$ cat src/rtl/pid_pwm_driver_pkg.sv
// ============================================================================
// Module  : pid_pkg (package)
// Purpose : Shared types and helpers for the PID controller and its PWM
//           driver stage: control-effort width, default PWM period, driver
//           state encoding and the saturating |u| >> shift scaling helper.
// Ports   : none (package)
// Revision: 1.0 - initial release
// ============================================================================
`timescale 1ns/1ps
`default_nettype none

package pid_pkg;

  localparam int U_W        = 16;    // control effort width (PID u_out)
  localparam int PWM_PERIOD = 1000;  // default PWM period in clk cycles

  typedef enum logic [1:0] {
    ST_IDLE = 2'd0,
    ST_RUN  = 2'd1,
    ST_DEAD = 2'd2
  } pwm_state_e;

  // |u| >> shift, clamped to limit. Magnitude is computed one bit wider
  // than u so that the most negative value (-32768) maps to +32768.
  function automatic logic [U_W:0] sat_mag_shift(
    input logic [U_W-1:0] u,
    input int unsigned    shift,
    input logic [U_W:0]   limit
  );
    logic [U_W:0] mag;
    logic [U_W:0] scaled;
    mag    = u[U_W-1] ? -{1'b1, u} : {1'b0, u};
    scaled = mag >> shift;
    return (scaled > limit) ? limit : scaled;
  endfunction

endpackage

`default_nettype wire

$ cat src/rtl/pid_pwm_driver_if.sv
// ============================================================================
// Module  : pid_pwm_driver_if (interface)
// Purpose : Bundles the control input and PWM/direction outputs of the
//           PID PWM driver.
// Signals : u_in        - signed control effort from PID u_out
//           en          - synchronous enable, 0 forces idle
//           pwm         - registered PWM output
//           dir         - registered direction (0 fwd, 1 rev)
//           duty        - duty currently applied
//           period_tick - pulse on the last cycle of each period
// Modports: master (drives u_in/en), slave (the driver)
// Revision: 1.0 - initial release
// ============================================================================
`timescale 1ns/1ps
`default_nettype none

interface pid_pwm_driver_if
  import pid_pkg::*;
#(
  parameter int CNT_W = 10
);
  logic [U_W-1:0]   u_in;
  logic             en;
  logic             pwm;
  logic             dir;
  logic [CNT_W-1:0] duty;
  logic             period_tick;

  modport master (output u_in, en, input pwm, dir, duty, period_tick);
  modport slave  (input u_in, en, output pwm, dir, duty, period_tick);
endinterface

`default_nettype wire

$ cat src/rtl/pid_pwm_driver_period_counter.sv
// ============================================================================
// Module  : pwm_period_counter
// Purpose : PWM period counter. Counts 0..PERIOD-1 and wraps while run_i is
//           high; held at 0 otherwise. Exposes the next count value so the
//           PWM compare can be registered in step with the counter.
// Ports   : clk        - clock
//           reset      - asynchronous active-high reset
//           run_i      - count enable (0 clears the counter)
//           cnt_next_o - value the counter takes on the next edge
//           tick_o     - registered, high while cnt == PERIOD-1
// Revision: 1.0 - initial release
// ============================================================================
`timescale 1ns/1ps
`default_nettype none

module pwm_period_counter #(
  parameter int PERIOD = 1000,
  parameter int CNT_W  = 10
) (
  input  logic             clk,
  input  logic             reset,
  input  logic             run_i,
  output logic [CNT_W-1:0] cnt_next_o,
  output logic             tick_o
);

  localparam logic [CNT_W-1:0] CNT_LAST = CNT_W'(PERIOD - 1);

  logic [CNT_W-1:0] cnt_q;
  logic [CNT_W-1:0] cnt_d;
  logic             tick_q;

  always_comb begin
    cnt_d = '0;
    if (run_i) begin
      cnt_d = (cnt_q == CNT_LAST) ? '0 : cnt_q + 1'b1;
    end
  end

  // Tick is registered from the next count so it is aligned with cnt_q.
  always_ff @(posedge clk or posedge reset) begin
    if (reset) begin
      cnt_q  <= '0;
      tick_q <= 1'b0;
    end else begin
      cnt_q  <= cnt_d;
      tick_q <= (cnt_d == CNT_LAST);
    end
  end

  assign cnt_next_o = cnt_d;
  assign tick_o     = tick_q;

endmodule

`default_nettype wire

$ cat src/rtl/pid_pwm_driver.sv
// ============================================================================
// Module  : pid_pwm_driver
// Purpose : Converts the signed PID control effort into a PWM duty plus a
//           direction line. Duty and direction are sampled once per period
//           (on period_tick); a direction reversal inserts DEAD_PERIODS full
//           periods with pwm low before the new direction is driven.
// Ports   : clk   - clock
//           reset - asynchronous active-high reset
//           bus   - pid_pwm_driver_if.slave (u_in, en, pwm, dir, duty,
//                   period_tick)
// Options : PWM_SOFTSTART_EN - when defined, each load slews duty toward the
//           new target by at most SLEW_STEP counts per period.
// Revision: 1.0 - initial release
// ============================================================================
`timescale 1ns/1ps
`default_nettype none

module pid_pwm_driver
  import pid_pkg::*;
#(
  parameter int PERIOD       = PWM_PERIOD,
  parameter int CNT_W        = 10,
  parameter int U_SHIFT      = 5,
  parameter int DEAD_PERIODS = 1,
  parameter int SLEW_STEP    = 50
) (
  input  logic            clk,
  input  logic            reset,
  pid_pwm_driver_if.slave bus
);

  localparam int             DEAD_W    = (DEAD_PERIODS > 1) ? $clog2(DEAD_PERIODS) : 1;
  localparam logic [U_W:0]   SAT_LIMIT = (U_W + 1)'(PERIOD);
  localparam logic [DEAD_W-1:0] DEAD_LOAD = DEAD_W'(DEAD_PERIODS - 1);

  pwm_state_e        state_q, state_d;
  logic [CNT_W-1:0]  duty_q, duty_d;
  logic              dir_q, dir_d;
  logic [DEAD_W-1:0] dead_q, dead_d;
  logic              pwm_q, pwm_d;

  logic              w_run;
  logic              w_tick;
  logic [CNT_W-1:0]  w_cnt_next;
  logic [U_W:0]      w_sat;
  logic [CNT_W-1:0]  w_duty_new;
  logic [CNT_W-1:0]  w_load;
  logic              w_zero;
  logic              w_sign;
  logic              w_dir_new;

  // Counter only runs once the FSM has left IDLE and enable is still high,
  // so the first RUN cycle sits at cnt=0.
  assign w_run = (state_q != ST_IDLE) && bus.en;

  pwm_period_counter #(
    .PERIOD (PERIOD),
    .CNT_W  (CNT_W)
  ) u_counter (
    .clk        (clk),
    .reset      (reset),
    .run_i      (w_run),
    .cnt_next_o (w_cnt_next),
    .tick_o     (w_tick)
  );

  assign w_sat      = sat_mag_shift(bus.u_in, U_SHIFT, SAT_LIMIT);
  assign w_duty_new = CNT_W'(w_sat);   // w_sat <= PERIOD, fits in CNT_W
  assign w_zero     = (bus.u_in == '0);
  assign w_sign     = bus.u_in[U_W-1];
  assign w_dir_new  = w_zero ? dir_q : w_sign;

`ifdef PWM_SOFTSTART_EN
  localparam logic [CNT_W-1:0] SLEW = CNT_W'(SLEW_STEP);
  logic [CNT_W-1:0] w_up;
  logic [CNT_W-1:0] w_down;

  // Duty is 0 throughout DEAD, so a load leaving DEAD ramps up from 0.
  always_comb begin
    w_up   = w_duty_new - duty_q;
    w_down = duty_q - w_duty_new;
    if (w_duty_new >= duty_q) begin
      w_load = (w_up > SLEW) ? duty_q + SLEW : w_duty_new;
    end else begin
      w_load = (w_down > SLEW) ? duty_q - SLEW : w_duty_new;
    end
  end
`else
  logic w_unused_slew;
  assign w_unused_slew = ^CNT_W'(SLEW_STEP);
  assign w_load        = w_duty_new;
`endif

  always_comb begin
    state_d = state_q;
    duty_d  = duty_q;
    dir_d   = dir_q;
    dead_d  = dead_q;
    if (!bus.en) begin
      state_d = ST_IDLE;
      duty_d  = '0;
      dead_d  = '0;
    end else begin
      case (state_q)
        ST_IDLE: begin
          state_d = ST_RUN;
          duty_d  = '0;
        end
        ST_RUN: begin
          if (w_tick) begin
            if (!w_zero && (w_sign != dir_q)) begin
              state_d = ST_DEAD;
              dead_d  = DEAD_LOAD;
              duty_d  = '0;
            end else begin
              duty_d = w_load;
            end
          end
        end
        ST_DEAD: begin
          if (w_tick) begin
            if (dead_q != '0) begin
              dead_d = dead_q - 1'b1;
            end else begin
              // Fresh sample decides direction; a flip back during the
              // gap does not extend it.
              state_d = ST_RUN;
              dir_d   = w_dir_new;
              duty_d  = w_load;
            end
          end
        end
        default: begin
          state_d = ST_IDLE;
          duty_d  = '0;
        end
      endcase
    end
  end

  // Compare against next count/duty so pwm changes on the same edge as the
  // counter: D high cycles starting at cnt=0, and no glitch at duty=PERIOD.
  assign pwm_d = (state_d == ST_RUN) && (w_cnt_next < duty_d);

  always_ff @(posedge clk or posedge reset) begin
    if (reset) begin
      state_q <= ST_IDLE;
      duty_q  <= '0;
      dir_q   <= 1'b0;
      dead_q  <= '0;
      pwm_q   <= 1'b0;
    end else begin
      state_q <= state_d;
      duty_q  <= duty_d;
      dir_q   <= dir_d;
      dead_q  <= dead_d;
      pwm_q   <= pwm_d;
    end
  end

  assign bus.pwm         = pwm_q;
  assign bus.dir         = dir_q;
  assign bus.duty        = duty_q;
  assign bus.period_tick = w_tick;

endmodule

`default_nettype wire

$ cat src/flat_wrapper.sv
// flat-port wrapper written by rule: the top's interface ports become plain ports
module pid_pwm_driver_flat import pid_pkg::*;
#(
  parameter int PERIOD       = PWM_PERIOD,
  parameter int CNT_W        = 10,
  parameter int U_SHIFT      = 5,
  parameter int DEAD_PERIODS = 1,
  parameter int SLEW_STEP    = 50
)
  (clk, reset, bus_u_in, bus_en, bus_pwm, bus_dir, bus_duty, bus_period_tick);
  pid_pwm_driver_if #(.CNT_W(CNT_W)) bus_i ();
  input  logic clk;
  input  logic reset;
  input wire logic [$bits(bus_i.u_in)-1:0] bus_u_in;
  input wire logic [$bits(bus_i.en)-1:0] bus_en;
  output wire logic [$bits(bus_i.pwm)-1:0] bus_pwm;
  output wire logic [$bits(bus_i.dir)-1:0] bus_dir;
  output wire logic [$bits(bus_i.duty)-1:0] bus_duty;
  output wire logic [$bits(bus_i.period_tick)-1:0] bus_period_tick;
  assign bus_i.u_in = bus_u_in;
  assign bus_i.en = bus_en;
  assign bus_pwm = bus_i.pwm;
  assign bus_dir = bus_i.dir;
  assign bus_duty = bus_i.duty;
  assign bus_period_tick = bus_i.period_tick;
  pid_pwm_driver #(.PERIOD(PERIOD), .CNT_W(CNT_W), .U_SHIFT(U_SHIFT), .DEAD_PERIODS(DEAD_PERIODS), .SLEW_STEP(SLEW_STEP)) u_core (.clk(clk), .reset(reset), .bus(bus_i));
endmodule
$ cat config.mk
export PLATFORM = sky130hd
export DESIGN_NAME = pid_pwm_driver_flat
export DESIGN_NICKNAME = d
export VERILOG_FILES = /design/src/rtl/pid_pwm_driver_pkg.sv /design/src/rtl/pid_pwm_driver_if.sv /design/src/rtl/pid_pwm_driver_period_counter.sv /design/src/rtl/pid_pwm_driver.sv /design/src/flat_wrapper.sv
export SDC_FILE = /design/constraint.sdc
export NUM_CORES = 1
export LEC_CHECK = 0
export ABC_AREA = 1
export CORE_MARGIN = 4
export CORE_UTILIZATION = 58
export CTS_BUF_LIST = sky130_fd_sc_hd__clkbuf_8 sky130_fd_sc_hd__clkbuf_16
export CTS_CLUSTER_SIZE = 30
export DETAILED_ROUTE_END_ITERATION = 10
export PLACE_DENSITY = 0.94
export SLEW_MARGIN = 20
export SYNTH_ARGS = -nofsm -noshare
export SYNTH_HDL_FRONTEND = slang
export SYNTH_HIERARCHICAL = 1
export SYNTH_SLANG_ARGS = --single-unit
$ cat constraint.sdc
create_clock -name clk -period 3.5 [get_ports clk]
set_input_delay 0.7 -clock clk [delete_from_list [all_inputs] [get_ports clk]]
set_output_delay 0.7 -clock clk [all_outputs]
set_load 0.01 [all_outputs]
==> results of run 1 <==
sequential cells by signal, indices dropped and copies added (netlist names):
signal,count
u_core/bus.dir,1
u_core/bus.duty,10
u_core/bus.pwm,1
u_core/state_q,2
u_core/u_counter/cnt_q,10
u_core/u_counter/tick_o,1
power breakdown:
group,internal (mW),switching (mW)
Clock,0.0796,0.0947
Combinational,0.0391,0.0587
Sequential,0.291,0.00203
path summary, 6_finish.rpt:
| kind | startpoint | to | slack, ns | cells after the start |
|---|---|---|---|---|
| max in group asynchronous | reset | u_core/bus.duty[8]$_DFF_PP0_ | 2.29 | 2 |
| setup reg to reg | u_core/state_q[1]$_DFF_PP0_ | u_core/bus.pwm$_DFF_PP0_ | 1.01 | 14 |
| hold reg to reg | u_core/bus.dir$_DFFE_PP0P_ | u_core/bus.dir$_DFFE_PP0P_ | 0.54 | 2 |
| hold / removal | u_core/bus.dir$_DFFE_PP0P_ | u_core/bus.dir$_DFFE_PP0P_ | 0.54 | 2 |
| min in group asynchronous | reset | u_core/u_counter/cnt_q[3]$_DFF_PP0_ | 0.76 | 2 |
| setup / recovery | bus_u_in[4] | u_core/bus.pwm$_DFF_PP0_ | 0.11 | 22 |
per-stage QoR:
step           instances  hold WS [ns]  setup WS, ns  cell area (um^2)  total power [mW]
6_report             377        0.5356        0.1076              2535            0.5647
5_1_grt              377        0.5798      -0.06467              2535            0.5902
4_1_cts              375        0.5434        0.1629              2465            0.5609
3_5_place_dp         371        0.5221      -0.06232              2419            0.3921
3_3_place_gp         371        0.5183       0.02371              2419            0.3888
2_1_floorplan        294        0.4828        0.7285              2048            0.3527
placed cells by master (no fill, tap or decap), types with 4 or more instances in the layout:
cell type / netlist / layout
buf_4: 0 / 5
dfrtp_1: 25 / 25
nor2_4: 3 / 4
a21oi_1: 8 / 8
inv_1: 49 / 49
dlymetal6s2s_1: 0 / 5
clkdlybuf4s50_1: 0 / 26
or2_2: 6 / 6
nor2_1: 28 / 24
nand2_1: 66 / 65
nand3_2: 6 / 7
ha_1: 14 / 13
nand2_2: 10 / 11
nor2_2: 11 / 14
nand3_1: 36 / 35
routing by layer:
layer	GRT usage [%]	wire, um	vias to the layer above
met4	5.063	53	0
met3	3.161	319	7
met2	38.40	2492	88
met1	31.46	2183	935
li1	-	-	1005
met5	0	0	-
kinds of logic after synthesis:
family / count (synthesis) / share of synthesized area, %
adders and majority gates: 14 / 8.552
xor gates and xnor gates: 5 / 2.138
buffers and inverters: 54 / 10.32
DFF: 25 / 30.54
and+or+nand+nor: 175 / 41.72
AOI/OAI and AO/OA: 21 / 6.720
repair_timing:
action / CTS / global route
endpoints found under the setup margin: 0 / 1
resized for setup: 0 / 16
buffers inserted: 0 / 2
hold buffers: 0 / 0
area by class of cell:
cell class                 instances  area, um^2  share of cell area (%)
tap                               46       57.56                   2.270
multi-input combinational        215        1251                   49.36
inverter                          51       193.9                   7.651
sequential                        25       625.6                   24.68
timing repair buffer              36       360.3                   14.22
clock inverter                     1       5.005                  0.1974
clock buffer                       3       41.29                   1.629
worst max-delay path: cells and delay by family:
kind / cells / cell delay, ns
buffers and inverters: 2 / 0.51
adders and majority gates: 1 / 0.31
and+or+nand+nor: 15 / 1.52
AOI/OAI and AO/OA: 4 / 0.51
==> flow_summary.ini, run 1 <==
[logic_synthesis]
synth_commonest_cells = nand2_1, inv_1, nand3_1
synth_top_area_share_pct = 30.54
syn_nets = 327
ys.flop_type = dfrtp_1
synth_edf_count = 0
async_flop_share_pct = 100.0
synth.most_common_cell = nand2_1
synth_area_per_cell_um2 = 6.967
yosys-top-cells-area = dfrtp_1, nand2_1, inv_1
synth.cell_area_mm2 = 0.002048
synth_top_area_cell = dfrtp_1
synthCells = 294
synth.distinct_cells = 34
synth_seq_area_share_pct = 30.54
yosysWarnings = 6
synth_seq_cells = 25

[worst_setup_path]
max_stage_delay_ns = 0.44
crit_type = input pin to flop
crit_arrival_ns = 3.55
crit_slowest_cell = clkdlybuf4s50_1
worstPathCellList = clkdlybuf4s50_1 -> nor2_2 -> nand2_2 -> nor2_2 -> nand2_1 -> nand2_1 -> nand2_1 -> nand2_1 -> nand3_1 -> nor2_2 -> a21boi_2 -> nand2_2 -> inv_4 -> nand3_1 -> nand3_2 -> ha_4 -> nand2_1 -> o21a_1 -> o211ai_1 -> nor2_1 -> nand2_1 -> a21oi_2
cpMostUsedCell = nand2_1
cp-end-kind = flop
cp-start-kind = input pin
cp_max_fo = 6
cp.required_ns = 3.66

[timing]
max_freq_mhz = 294.8
period_share_pct = 96.92
setup_viol = 0
hold_viol = 0
relSlewSlack_pct = 61.48
worst_pin_slew_ns = 0.5771
tns_ns = 0
post-route-min-period_ns = 3.392
drv_slew = 0
skew_ns = 0.002611

[detailed_routing]
drtIter0Drc = 122
ant_nets = 0
route.detailed.wl_per_inst_um = 13.39
drc = 0
firstDrtPassIters = 5
vias = 2035
viasPerCell = 5.398
wirelength_um = 5047

[die]
start_util_pct = 60.90
io_pins = 32
die_x_um = 67.43
core_area_mm2 = 0.003363
die_h_um = 67.43
fp.dieArea_mm2 = 0.004546
row_count = 21

[grt]
antenna_found_initial = 0
grt_usage_pct = 22.94
grt-ovfl-total = 0
grt_pass1_wl_um = 7907
grt_max_degree = 15
grt_pass1_vias = 1798

[cts]
clk_latency_ns = 0.27
cts_tree = built
numCtsBuffers = 3
clk_path_buf_depth = 2
clock_sinks = 25
clkTransAtPathRegs_ns = 0.09
htree_levels = 1
cts_root_buf = clkbuf_8

[power_and_ir_drop]
p_per_area_mw_per_mm2 = 222.8
peakVddDrop_mv = 0.1963
power_leakage_nw = 1.332

[cells_and_area]
layout.nets = 365
diodes = 0
postLayoutCoreUtil_pct = 75.37
layout-drive-gt1-share_pct = 17.82
n_fill_cell = 271
area_growth_pct = 23.76

[placed_design]
portBuffers = 31
place_congestion = 0.9012
place_hpwl_um = 3952

[hold_path]
holdCritPathClass = flop to flop

[status]
status = complete, no violations

[flow_run]
cap_viol_max_count = 0
Note: power is estimated with default switching activity, not from simulation.
==> run 2, diff against run 1 <==
- PLACE_DENSITY: 0.94 -> 0.95
- SYNTH_HIERARCHICAL: 1 -> default
==> run 2 against run 1 <==
  * Utilization rose by 4.9 points
  * Maximum frequency hardly changed
  * Global-route usage grew 0.79 points
  * Die area shrank 2.7%
  * Flip-flop and latch count unchanged
  * Combinational power grew 11%
  * Area after synthesis fell by 3.1%
  * Clock power fell by 5%
  * First-iteration DRC count increased by 84%
==> flow_summary.ini, run 2 <==
[die]
start_util_pct = 62.98
core_area_mm2 = 0.003153
io_pins = 32
fp.dieArea_mm2 = 0.004424
die_x_um = 66.51
die_h_um = 66.51
row_count = 20

[detailed_routing]
firstDrtPassIters = 5
viasPerCell = 5.572
route.detailed.wl_per_inst_um = 14.25
vias = 2045
drtIter0Drc = 225
wirelength_um = 5229
ant_nets = 0
drc = 0

[cells_and_area]
layout.nets = 357
multiInputGateArea_mm2 = 0.001234
area_growth_pct = 27.41
seqCellArea_um2 = 625.6
fin_cells = 367
n_fill_cell = 212
layout-drive-gt1-share_pct = 19.50
diodes = 0
final_common_cell = nand2_1
final_cell_mix = nand2_1, inv_1, clkdlybuf4s50_1

[worst_setup_path]
cp-end-kind = flop
critPathTopFamily = simple AND/OR/NAND/NOR gates
cpMostUsedCell = nand2_1
crit_arrival_ns = 3.59
crit_type = input pin to flop
worstPathCellList = clkdlybuf4s50_1 -> nor2_2 -> nand2_2 -> nor2_4 -> nand2_2 -> nand2_1 -> nand2_1 -> nand2_1 -> nand3_2 -> nor2_2 -> nand2_2 -> nand2_4 -> inv_4 -> nand4_1 -> nand3_1 -> ha_4 -> nand2_1 -> nor2_1 -> a211oi_2 -> o221ai_1 -> nor2_1 -> nand2_1 -> a21oi_2
r2r_cells = 15
rrSetupSlack_ns = 0.73
cp.required_ns = 3.70
crit_slowest_cell = clkdlybuf4s50_1
cp-start-kind = input pin
path_buf_inv = 2
r2r-end = u_core.bus.pwm$_DFF_PP0_
cp_max_fo = 7
r2r-start = u_core.state_q[1]$_DFF_PP0_
max_stage_delay_ns = 0.48

[power_and_ir_drop]
netSwitchingPower_mw = 0.1530
p_per_area_mw_per_mm2 = 224.0
power.share.switching_pct = 27.00
power_leakage_nw = 1.312
comb_power_share_pct = 19.1
power_frac_clock_pct = 29.3
peakVddDrop_mv = 0.2073
seq_power_share_pct = 51.6
internal-power_mw = 0.4137

[logic_synthesis]
yosysWarnings = 0
synth_commonest_cells = nand2_1, inv_1, nor2_1
synth.most_common_cell = nand2_1
ys.flop_type = dfrtp_1
synth_top_area_share_pct = 31.51
synth_seq_area_share_pct = 31.51
async_flop_share_pct = 100.0
synth_edf_count = 0
synth_seq_cells = 25
yosys-top-cells-area = dfrtp_1, nand2_1, ha_1
synth.cell_area_mm2 = 0.001986
synth.distinct_cells = 38
synthCells = 284
syn_nets = 317
synth_top_area_cell = dfrtp_1
synth_area_per_cell_um2 = 6.992

[grt]
grt_pass1_vias = 1855
grt-ovfl-total = 0
grt_pass1_wl_um = 8142
grt_usage_pct = 23.73
antenna_found_initial = 0
grt_max_degree = 26

[hold_path]
hold-path-endpoint = u_core.u_counter.cnt_q[0]$_DFF_PP0_
holdCritPathClass = flop to flop
hold_depth = 1
hp-start = u_core.u_counter.cnt_q[0]$_DFF_PP0_

[cts]
htree_levels = 1
clk_latency_ns = 0.27
cts_tree = built
clkTransAtPathRegs_ns = 0.08
cts_root_buf = clkbuf_8
hold_buffers = 0
clock_sinks = 25
numCtsBuffers = 3
clk_path_buf_depth = 2

[timing]
drv_slew = 0
post-route-min-period_ns = 3.391
relSlewSlack_pct = 39.05
holdWs_ns = 0.5038
period_share_pct = 96.89
hold_viol = 0
skew_ns = 0.005417
max_freq_mhz = 294.9
worst_pin_slew_ns = 0.9132
setup_viol = 0

[placed_design]
portBuffers = 31
place_hpwl_um = 3858
placed_cells = 362
place_congestion = 0.8976

[status]
status = complete, no violations

[flow_run]
cap_viol_max_count = 0
run 2: logic make-up after synthesis:
family | synth area share (%)
AOI/OAI and AO/OA | 9.137
xor gates and xnor gates | 2.205
adders and majority gates | 8.822
buffers and inverters | 10.21
DFF | 31.51
and+or+nand+nor | 38.12
run 2: per-layer routing:
layer | GRT usage, % | share of wire [%] | wire length [um]
met5 | 0 | 0 | 0
met4 | 8.122 | 2.5 | 131
met3 | 4.384 | 6.9 | 360
met2 | 36.80 | 46 | 2425
met1 | 33.05 | 44 | 2312
run 2: how the worst max path moves through the flow:
stage	startpoint	end	slack (ns)	cells past startpoint
2_1_floorplan	bus_u_in[15]	u_core.bus.pwm$_DFF_PP0_	0.69	18
3_3_place_gp	bus_u_in[7]	u_core.bus.pwm$_DFF_PP0_	-0.06	23
3_5_place_dp	bus_u_in[7]	u_core.bus.pwm$_DFF_PP0_	-0.17	23
4_1_cts	bus_u_in[7]	u_core.bus.pwm$_DFF_PP0_	0.11	23
5_1_grt	bus_u_in[2]	u_core.bus.pwm$_DFF_PP0_	-0.09	23
6_report	bus_u_in[2]	u_core.bus.pwm$_DFF_PP0_	0.11	23
run 2: power by group through the flow:
| stage | clock network, mW | logic (mW) | registers (mW) |
|---|---|---|---|
| final | 0.166 | 0.109 | 0.292 |
| after global routing | 0.183 | 0.120 | 0.293 |
| after CTS | 0.168 | 0.102 | 0.292 |
| after detailed placement | 0 | 0.101 | 0.298 |
| after global placement | 0 | 0.0986 | 0.298 |
| after floorplan | 0 | 0.0598 | 0.298 |
run 2: area by class of cell:
type / count / area share, %
multi-input cells: 209 / 48.76
clock inverters: 1 / 0.1484
clock buffers: 3 / 1.632
inverters: 46 / 6.924
repair buffers: 39 / 15.63
well taps: 44 / 2.176
flip-flops and latches: 25 / 24.73
run 2: timing repair:
action,4_1_cts,5_1_grt
resized for setup,0,22
setup endpoints to repair,0,1
setup buffers,0,1
run 2: metrics by stage:
stage / setup WS, ns / TNS [ns] / power [mW] / util [%] / area (um^2)
6_report: 0.1088 / 0 / 0.5667 / 80.24 / 2530
2_1_floorplan: 0.6896 / 0 / 0.3577 / - / 1986
3_5_place_dp: -0.1712 / -0.1712 / 0.3997 / 75.75 / 2389
4_1_cts: 0.1099 / 0 / 0.5627 / 77.18 / 2434
5_1_grt: -0.09368 / -0.09368 / 0.5953 / 80.24 / 2530
3_3_place_gp: -0.05559 / -0.05559 / 0.3969 / 75.75 / 2389
run 2: worst register-to-register path: stages (launching register included):
cell and delay (ns):
dfrtp_1 0.41, inv_1 0.09, ha_1 0.20, nor2_1 0.14, inv_1 0.10, a31oi_1 0.19, inv_1 0.17, nor3_1 0.41
ha_4 0.29, nand2_1 0.09, nor2_1 0.06, a211oi_2 0.14, o221ai_1 0.13, nor2_1 0.12, nand2_1 0.08, a21oi_2 0.10
==> run 3, diff against run 2 <==
- CAP_MARGIN: default -> 20
- CORE_UTILIZATION: 58 -> 49
- PLACE_DENSITY: 0.95 -> 0.86
- TNS_END_PERCENT: default -> 30
- clock period: 3.5 -> 3.1 ns (I/O delays scaled with it)
==> run 3 against run 2 <==
  * Clock power up 16%
  * Combinational power up 61%
  * Hold slack better by 0.0071 ns
  * Routed wire length up 29%
  * Flip-flop and latch count unchanged
  * Worst setup slack worse by 0.069 ns
  * Sequential power up 13%
  * Final area up 19%
  * Power up 23%
  * Die area up 16%
  * Utilization down 1.2 points
  * Via count up 15%
  * Critical path type unchanged
  * Largest cell class unchanged
  * Largest power group unchanged
  * Highest routed layer unchanged
==> flow_summary.ini, run 3 (synthesis gave the netlist of run 2 again) <==
[worst_setup_path]
cp-start-kind = input pin
crit_slowest_cell = clkdlybuf4s15_1
crit_arrival_ns = 3.25
r2r-end = u_core.bus.pwm$_DFF_PP0_
cp.required_ns = 3.29
crit_type = input pin to flop
max_stage_delay_ns = 0.22
cp_max_fo = 6
r2r-start = u_core.state_q[1]$_DFF_PP0_
critPathTopFamily = simple AND/OR/NAND/NOR gates
cp-end-kind = flop
rrSetupSlack_ns = 0.23
path_buf_inv = 3
r2r_cells = 13

[cts]
cts_tree = built
clkTransAtPathRegs_ns = 0.09
clock_sinks = 25
numCtsBuffers = 3
htree_levels = 1
hold_buffers = 0
cts_root_buf = clkbuf_8
clk_latency_ns = 0.27
clk_path_buf_depth = 2

[placed_design]
place_hpwl_um = 4401
portBuffers = 31
placed_cells = 410
place_congestion = 0.9175

[cells_and_area]
layout-drive-gt1-share_pct = 41.91
fin_cells = 425
area_growth_pct = 51.23
layout.nets = 411
n_fill_cell = 236
final_cell_mix = buf_4, nand2_1, inv_1
final_common_cell = buf_4
diodes = 0

[power_and_ir_drop]
power.share.switching_pct = 28.45
p_per_area_mw_per_mm2 = 232.2
comb_power_share_pct = 25.1
power_frac_clock_pct = 27.5
power_leakage_nw = 1.559
internal-power_mw = 0.4990
netSwitchingPower_mw = 0.1984
peakVddDrop_mv = 0.1895
seq_power_share_pct = 47.4

[detailed_routing]
viasPerCell = 5.529
route.detailed.wl_per_inst_um = 15.88
drc = 0
drtIter0Drc = 221
ant_nets = 0
vias = 2350
firstDrtPassIters = 6
wirelength_um = 6747

[timing]
relSlewSlack_pct = 36.05
post-route-min-period_ns = 3.061
period_share_pct = 98.73
skew_ns = 0.001982
worst_pin_slew_ns = 0.9582
holdWs_ns = 0.5109
max_freq_mhz = 326.7
drv_slew = 0
setup_viol = 0
tns_ns = 0
hold_viol = 0

[hold_path]
hold_depth = 1
holdCritPathClass = flop to flop
hold-path-endpoint = u_core.u_counter.cnt_q[0]$_DFF_PP0_
hp-start = u_core.u_counter.cnt_q[0]$_DFF_PP0_

[die]
row_count = 22
die_h_um = 71.66
die_x_um = 71.66
io_pins = 32
core_area_mm2 = 0.003799
fp.dieArea_mm2 = 0.005135
start_util_pct = 52.27

[status]
status = complete, no violations

[grt]
grt_pass1_wl_um = 9949
grt_pass1_vias = 2223
grt_usage_pct = 23.69
grt-ovfl-total = 0
grt_max_degree = 26
antenna_found_initial = 0

[flow_run]
cap_viol_max_count = 0
-- run 3: per-layer routing --
metal	global-route usage [%]	share of wire, %	routed length [um]
met5	0	0	0
met4	5.846	3.4	229
met3	2.945	7.3	494
met2	39.69	47	3162
met1	32.38	42	2860
-- run 3: repair_timing --
item	CTS	global route
gates cloned	0	1
resized for setup	37	54
setup buffers	4	6
pin swaps	23	31
setup endpoints to repair	1	1
-- run 3: cell type report --
class,count,area [um^2],share of cell area (%)
multi-input combinational,209,1356,45.17
timing repair buffer,93,737.0,24.54
sequential,25,625.6,20.83
inverter,46,177.7,5.917
tap,48,60.06,2.000
clock buffer,3,41.29,1.375
clock inverter,1,5.005,0.1667
-- run 3: metrics by stage --
step           setup WS [ns]  instance area (um^2)  util, %  power [mW]
6_report             0.03939                  3003    79.05      0.6974
4_1_cts             0.003818                  2874    75.66      0.6821
2_1_floorplan         0.3696                  1986        -      0.4039
3_3_place_gp         -0.3489                  2711    71.38      0.4812
5_1_grt              -0.1619                  3003    79.05      0.7291
3_5_place_dp         -0.4538                  2711    71.38      0.4857
-- run 3: how the worst max path moves through the flow --
stage                            start                  endpoint  slack [ns]  cells past startpoint
after CTS                 bus_u_in[15]  u_core.bus.pwm$_DFF_PP0_       0.004                     20
after detailed placement   bus_u_in[5]  u_core.bus.pwm$_DFF_PP0_       -0.45                     23
after global routing       bus_u_in[8]  u_core.bus.pwm$_DFF_PP0_       -0.16                     25
after floorplan           bus_u_in[15]  u_core.bus.pwm$_DFF_PP0_        0.37                     18
after global placement     bus_u_in[5]  u_core.bus.pwm$_DFF_PP0_       -0.35                     23
final                      bus_u_in[8]  u_core.bus.pwm$_DFF_PP0_        0.04                     25
-- run 3: power by group through the flow --
stage / registers, mW / logic [mW] / clock network (mW)
4_1_cts: 0.330 / 0.155 / 0.197
3_5_place_dp: 0.337 / 0.149 / 0
6_report: 0.330 / 0.175 / 0.192
3_3_place_gp: 0.337 / 0.144 / 0
2_1_floorplan: 0.336 / 0.0676 / 0
5_1_grt: 0.331 / 0.189 / 0.209
